$ cat config.mk
export PLATFORM = sky130hd
export DESIGN_NAME = sdr_app_arbiter
export DESIGN_NICKNAME = d
export VERILOG_FILES = /design/src/rtl/sdr_app_arbiter.sv
export SDC_FILE = /design/constraint.sdc
export NUM_CORES = 1
export LEC_CHECK = 0
export ABC_AREA = 1
export BUFFER_PORTS_ARGS = -buffer_cell sky130_fd_sc_hd__buf_2
export CAP_MARGIN = 10
export CORE_ASPECT_RATIO = 0.6
export CORE_MARGIN = 5
export CORE_UTILIZATION = 25
export DETAILED_ROUTE_END_ITERATION = 8
export GPL_ROUTABILITY_DRIVEN = 0
export PLACE_DENSITY = 0.51
export SLEW_MARGIN = 20
export SYNTH_ARGS = -nofsm -noshare
export SYNTH_HDL_FRONTEND = slang
export SYNTH_SLANG_ARGS = --single-unit
$ cat constraint.sdc
create_clock -name Clk -period 1.67 [get_ports Clk]
set_input_delay 0.0835 -clock Clk [delete_from_list [all_inputs] [get_ports Clk]]
set_output_delay 0.0835 -clock Clk [all_outputs]
set_load 0.1 [all_outputs]
$ cat src/rtl/sdr_app_arbiter.sv
// -----------------------------------------------------------------------------
// sdr_app_arbiter
//
// Two-client burst arbiter in front of an SDRAM controller application port.
// A writer and a reader each request whole bursts of BURST_LEN words. The
// arbiter grants one burst at a time, alternating between the two when both
// are pending, and sequences the per-word commands to the controller.
//
// Ports
//   Clk, Rst                  sole clock; synchronous active-high reset
//   Sdr_init_done, Sdr_busy   controller status
//   Wr_req/Wr_addr/Wr_gnt     writer burst handshake (address latched at grant)
//   Wr_data_req/Wr_din/Wr_dm  first-word-fall-through write data pull
//   Wr_done                   pulse with the last App_wr_en of a burst
//   Rd_req/Rd_addr/Rd_gnt     reader burst handshake (address latched at grant)
//   Rd_valid/Rd_dout/Rd_done  returned read data, done with the last word
//   App_wr_*                  registered write command to the controller
//   App_rd_en/App_rd_addr     registered read command to the controller
//   Sdr_rd_en/Sdr_rd_dout     read data returned by the controller
// -----------------------------------------------------------------------------
module sdr_app_arbiter #(
   parameter int unsigned ADDR_WIDTH = 21,
   parameter int unsigned DATA_WIDTH = 32,
   parameter int unsigned DM_WIDTH   = 4,
   parameter int unsigned BURST_LEN  = 8
) (
   input  logic                  Clk,
   input  logic                  Rst,
   input  logic                  Sdr_init_done,
   input  logic                  Sdr_busy,
   input  logic                  Wr_req,
   input  logic [ADDR_WIDTH-1:0] Wr_addr,
   output logic                  Wr_gnt,
   output logic                  Wr_data_req,
   input  logic [DATA_WIDTH-1:0] Wr_din,
   input  logic [DM_WIDTH-1:0]   Wr_dm,
   output logic                  Wr_done,
   input  logic                  Rd_req,
   input  logic [ADDR_WIDTH-1:0] Rd_addr,
   output logic                  Rd_gnt,
   output logic                  Rd_valid,
   output logic [DATA_WIDTH-1:0] Rd_dout,
   output logic                  Rd_done,
   output logic                  App_wr_en,
   output logic [ADDR_WIDTH-1:0] App_wr_addr,
   output logic [DATA_WIDTH-1:0] App_wr_din,
   output logic [DM_WIDTH-1:0]   App_wr_dm,
   output logic                  App_rd_en,
   output logic [ADDR_WIDTH-1:0] App_rd_addr,
   input  logic                  Sdr_rd_en,
   input  logic [DATA_WIDTH-1:0] Sdr_rd_dout
);

   // One extra bit so the counters can hold BURST_LEN itself (burst complete).
   localparam int unsigned CNT_WIDTH = $clog2(BURST_LEN) + 1;
   localparam logic [CNT_WIDTH-1:0] BURST_CNT = CNT_WIDTH'(BURST_LEN);
   localparam logic [CNT_WIDTH-1:0] LAST_CNT  = CNT_WIDTH'(BURST_LEN - 1);

   typedef enum logic [1:0] {
      StIdle,
      StWrBurst,
      StRdIssue,
      StRdWait
   } state_e;

   state_e                state_q;
   logic [ADDR_WIDTH-1:0] start_addr_q;
   logic [CNT_WIDTH-1:0]  word_cnt_q;     // words pulled (write) or issued (read)
   logic [CNT_WIDTH-1:0]  ret_cnt_q;      // read words returned
   logic                  last_gnt_wr_q;  // 1: last grant went to the writer

   logic                  wr_gnt_q;
   logic                  rd_gnt_q;
   logic                  wr_done_q;
   logic                  rd_done_q;
   logic                  app_wr_en_q;
   logic [ADDR_WIDTH-1:0] app_wr_addr_q;
   logic [DATA_WIDTH-1:0] app_wr_din_q;
   logic [DM_WIDTH-1:0]   app_wr_dm_q;
   logic                  app_rd_en_q;
   logic [ADDR_WIDTH-1:0] app_rd_addr_q;
   logic                  rd_valid_q;
   logic [DATA_WIDTH-1:0] rd_dout_q;

   logic                  wr_pull;
   logic                  rd_issue;
   logic                  rd_accept;
   logic [ADDR_WIDTH-1:0] word_addr;

   always_comb begin
      // Truncation to ADDR_WIDTH gives the wrap past the top address.
      word_addr = start_addr_q + ADDR_WIDTH'(word_cnt_q);
      wr_pull   = (state_q == StWrBurst) && (word_cnt_q < BURST_CNT) && !Sdr_busy;
      rd_issue  = (state_q == StRdIssue) && (word_cnt_q < BURST_CNT) && !Sdr_busy;
      // Returns are only ours while a read burst is open and not yet complete;
      // anything else is stray data (e.g. left over from before a reset).
      rd_accept = ((state_q == StRdIssue) || (state_q == StRdWait)) && Sdr_rd_en &&
                  (ret_cnt_q < BURST_CNT);
   end

   always_ff @(posedge Clk) begin
      if (Rst) begin
         state_q       <= StIdle;
         start_addr_q  <= '0;
         word_cnt_q    <= '0;
         ret_cnt_q     <= '0;
         last_gnt_wr_q <= 1'b0;
         wr_gnt_q      <= 1'b0;
         rd_gnt_q      <= 1'b0;
         wr_done_q     <= 1'b0;
         rd_done_q     <= 1'b0;
         app_wr_en_q   <= 1'b0;
         app_wr_addr_q <= '0;
         app_wr_din_q  <= '0;
         app_wr_dm_q   <= '0;
         app_rd_en_q   <= 1'b0;
         app_rd_addr_q <= '0;
         rd_valid_q    <= 1'b0;
         rd_dout_q     <= '0;
      end else begin
         // Strobes default low; data/address registers hold their last value.
         wr_gnt_q    <= 1'b0;
         rd_gnt_q    <= 1'b0;
         wr_done_q   <= 1'b0;
         rd_done_q   <= 1'b0;
         app_wr_en_q <= 1'b0;
         app_rd_en_q <= 1'b0;
         rd_valid_q  <= 1'b0;

         case (state_q)
            StIdle: begin
               // The grant pulse cycle is spent in idle; leave on the next edge
               // rather than arbitrating again.
               if (wr_gnt_q) begin
                  state_q <= StWrBurst;
               end else if (rd_gnt_q) begin
                  state_q <= StRdIssue;
               end else if (Sdr_init_done && (Wr_req || Rd_req)) begin
                  word_cnt_q <= '0;
                  ret_cnt_q  <= '0;
                  if (Wr_req && (!Rd_req || !last_gnt_wr_q)) begin
                     wr_gnt_q      <= 1'b1;
                     last_gnt_wr_q <= 1'b1;
                     start_addr_q  <= Wr_addr;
                  end else begin
                     rd_gnt_q      <= 1'b1;
                     last_gnt_wr_q <= 1'b0;
                     start_addr_q  <= Rd_addr;
                  end
               end
            end

            StWrBurst: begin
               if (wr_pull) begin
                  app_wr_en_q   <= 1'b1;
                  app_wr_addr_q <= word_addr;
                  app_wr_din_q  <= Wr_din;
                  app_wr_dm_q   <= Wr_dm;
                  word_cnt_q    <= word_cnt_q + 1'b1;
                  wr_done_q     <= (word_cnt_q == LAST_CNT);
               end
               // Done is visible for one cycle, then back to idle.
               if (wr_done_q) begin
                  state_q <= StIdle;
               end
            end

            StRdIssue: begin
               if (rd_issue) begin
                  app_rd_en_q   <= 1'b1;
                  app_rd_addr_q <= word_addr;
                  word_cnt_q    <= word_cnt_q + 1'b1;
                  if (word_cnt_q == LAST_CNT) begin
                     state_q <= StRdWait;
                  end
               end
            end

            StRdWait: begin
               // Only the return path below is active here.
            end

            default: begin
               state_q <= StIdle;
            end
         endcase

         if (rd_accept) begin
            rd_valid_q <= 1'b1;
            rd_dout_q  <= Sdr_rd_dout;
            ret_cnt_q  <= ret_cnt_q + 1'b1;
            rd_done_q  <= (ret_cnt_q == LAST_CNT);
         end
         if (rd_done_q) begin
            state_q <= StIdle;
         end
      end
   end

   assign Wr_gnt      = wr_gnt_q;
   assign Wr_data_req = wr_pull;
   assign Wr_done     = wr_done_q;
   assign Rd_gnt      = rd_gnt_q;
   assign Rd_valid    = rd_valid_q;
   assign Rd_dout     = rd_dout_q;
   assign Rd_done     = rd_done_q;
   assign App_wr_en   = app_wr_en_q;
   assign App_wr_addr = app_wr_addr_q;
   assign App_wr_din  = app_wr_din_q;
   assign App_wr_dm   = app_wr_dm_q;
   assign App_rd_en   = app_rd_en_q;
   assign App_rd_addr = app_rd_addr_q;

endmodule

==> summary.md <==
| Metric | Value |
|---|---|
| Post-synthesis adder-cell area fraction | about 2.3% |
| Commonest non-fill, non-tap cell in the layout | buf_2 |
| Initial antenna violation count | 0 |
| Clock Path Buffers | 2 |
| RSZ-0062 raised after global routing | yes |
| Worst reg2reg setup slack | -0.02 ns |
| Most frequent cells in the layout | 233 x buf_2, 227 x nor2_1, 145 x nand2_1 |
| Largest family of logic cells by synthesized area | simple AND/OR/NAND/NOR gates |
| FF-to-FF path depth | 10 |
| Crit. End Element | flip-flop |
| Mapped Cells | 872 |
| Ant diodes | 0 |
| Vias | 6949 |
| #FFs+latches synth | roughly 150 |
| Worst-Skew Late Latency | 0.43 ns |
| Global-route met2 utilization | 25.7% |
| Die ar. | 28600 um^2 |
| Mapped Nets | 1000 |
| Die Y-Extent | 133 um |
| Starting Density | 25.1% |
| Post-route core utilization | 41.3% |
| Max Clock Freq | 591 MHz |
| GR Util All Layers | 16.8% |
| Largest stage delay, worst path | 0.36 ns |
| XOR/XNOR Fraction of Synth Area | less than 1% |
| Worst Skew | ~0.0075 ns |
| Clk sink count | 149 |
| Buf/Inv on CP | 3 |
| MaxCap Viol Count | 0 |
| Max IR drop VDD | 1030 uV |
| Core ar. | 25100 um^2 |
| Final HPWL DP | 16.3 mm |
| Status | finished, violations left |
| Synth Area in Simple Gates | 29.9% |
| Register area share after synthesis | 47.3% |
| Top FF cell, synth | dfxtp_1 |
| Average size of a mapped cell | just over 7 um^2 |
| Clock Pin Slew Worst Setup and Hold Paths | approximately 0.060 ns |
| Final hold vios | 0 |
| Relative slew slack | between 60% and 70% |
| Inserted Clock Buffers | 17 |
| CP max FO | 3 |
| Setup ws final | -0.0213 ns |
| First drt pass iteration count | 5 |
| Synth unique cells | 33 |
| CP Class | reg -> reg |
| Finish-stage setup viols | 3 |
| Post-synthesis mux area share | 0% |
| Leakage | 5.03 nW |
| Post-route DRC | 0 |
| Worst EP arrival | 2.02 ns |
| P per Cell Area | 1520 nW/um^2 |
| Final antenna-violating net count | 0 |
| Ratio of final minimum period to clock period | 101% |
| Fraction of layout cells with a size suffix above 1 | 31.7% |
| Fraction of the mapped netlist area in compound gates | 11.6% |
| Cell family with most CP delay | adder cells |
| H-tree depth | 4 |
| Hold endpoint | App_rd_en |
| GR peak layer | met2 |
| Total power draw | between 0.015 and 0.02 W |
| Worst path cell trace | ha_4 > inv_2 > fa_2 > inv_4 > a21oi_4 > nor2_4 > xor2_2 > nand2_1 > nand2_1 > inv_1 |
| Hold Path Stages | 2 |
| FFs w/ async S/R, synth | 0% |
| Post-synth EDFFs | 0 |
| Most used cell, CP | nand2_1 |
| Iteration-0 DRC Markers | 321 |
| Largest net degree at the start of global routing | between 40 and 50 |
| Slew Limit Fails | 0 |
| Final min period | 1.69 ns |
| Reg2Reg Capture Point | App_rd_addr[12] |
| Worst reg2reg startpoint | word_cnt_q[0] |
| DR vias/cell | roughly 4.3 |
| Crit path max-delay cell type | fa_2 |
| Top-Level Pins | 235 |
| Setup crit start | word_cnt_q[0] |
| CTS tree | yes |
| Failing checks | setup timing |
| Post-placement cell area | 8200 um^2 |
| Class of the worst hold path | in -> reg |
| Nets@finish | 1389 |
| Met3 GRT Util | 6.84% |
| Routed WL | 24.0 mm |
| Crit path launch type | flip-flop |
| Number of global-route vias before repair | 7017 |
| First-pass GRT wire length | between 30 and 40 mm |
| M1 GR Usage | around 22% |
| Final Cell Area | 10300 um^2 |
| FP Rows | 45 |
| Critical path data required time | 2.00 ns |
| Die Span X | 215 um |
| Drt wl/cell | 15.0 um |
| Global route total overflow | 0 |
| Setup TNS | -0.0596 ns |
| Port bufs | ~230 |
| CTS Root Cell | clkbuf_16 |
| Worst slew pin tran | roughly 0.57 ns |
| Netlist Area Pre-Place | 6300 um^2 |
| Hold Path Origin | Rst |
| Synth-to-layout area growth | 64.1% |
| Warnings from Yosys | 0 |
[sequential cells by signal, indices dropped and copies added, names as in the netlist, 2 cells and up]
signal and count:
App_wr_din 32, Rd_dout 32, state_q 2, start_addr_q 21
App_wr_dm 4, word_cnt_q 4, App_wr_addr 21, ret_cnt_q 4
App_rd_addr 21
[layout make-up]
cell class	instances	area, um^2
fillers	2578	14700
multi-input cells	605	3070
flip-flops and latches	149	3000
repair buffers	411	2970
clock buffers	19	433
well taps	329	412
inverters	77	302
clock inverters	12	155
[per-stage QoR]
stage | instances | worst slack [ns] | hold slack (ns)
detailed placement | 1443 | -0.145 | 0.295
global placement | 1443 | -0.142 | 0.297
finish | 1602 | -0.0213 | 0.0318
global route | 1602 | -0.135 | 0.0187
CTS | 1593 | -0.0468 | 0.00940
floorplan | 872 | 0.0272 | 0.197
[cells in the mapped netlist, types with 9 or more instances]
library cell	instances	area, um^2
o211ai_2	9	113
dfxtp_1	149	2980
ha_1	10	125
nand2_1	155	582
clkbuf_1	15	56.3
nand3_1	52	260
nor2_1	231	867
a21oi_1	17	85.1
inv_1	73	274
o21ai_0	87	435
buf_2	19	95.1
o211ai_1	11	82.6
[cell families after synthesis]
kind of cell	count (synthesis)
simple gates	461
buf+inv	118
compound gates	126
flops	149
fa+ha+maj	11
xor+xnor	7
[timing repair]
action / in CTS / in global routing
pin swaps: 13 / 19
endpoints found under the setup margin: 60 / 132
hold buffers: 110 / 0
resized for setup: 28 / 45
hold endpoints to repair: 89 / 0
buffers inserted: 7 / 10
cloned: 2 / 0
[power breakdown]
group | leakage (nW) | switching, W | total [W] | internal [W]
Combinational | 3.55 | 0.00552 | 0.00716 | 0.00164
Sequential | 1.22 | 0.000420 | 0.00464 | 0.00422
Clock | 0.271 | 0.00155 | 0.00389 | 0.00234
[layer usage]
layer / vias up / wire, um
met4: 0 / 371
met2: 213 / 10300
li1: 3532 / -
met3: 26 / 1940
met1: 3178 / 11400
met5: - / 0
[worst max path at each step]
stage | cells past startpoint | end
finish | 10 | App_rd_addr[12]
global placement | 10 | App_rd_addr[6]
floorplan | 10 | App_wr_addr[12]
global route | 10 | App_rd_addr[12]
CTS | 6 | Wr_data_req
detailed placement | 8 | Rd_dout[6]
Power figures use the tool's default switching activity.
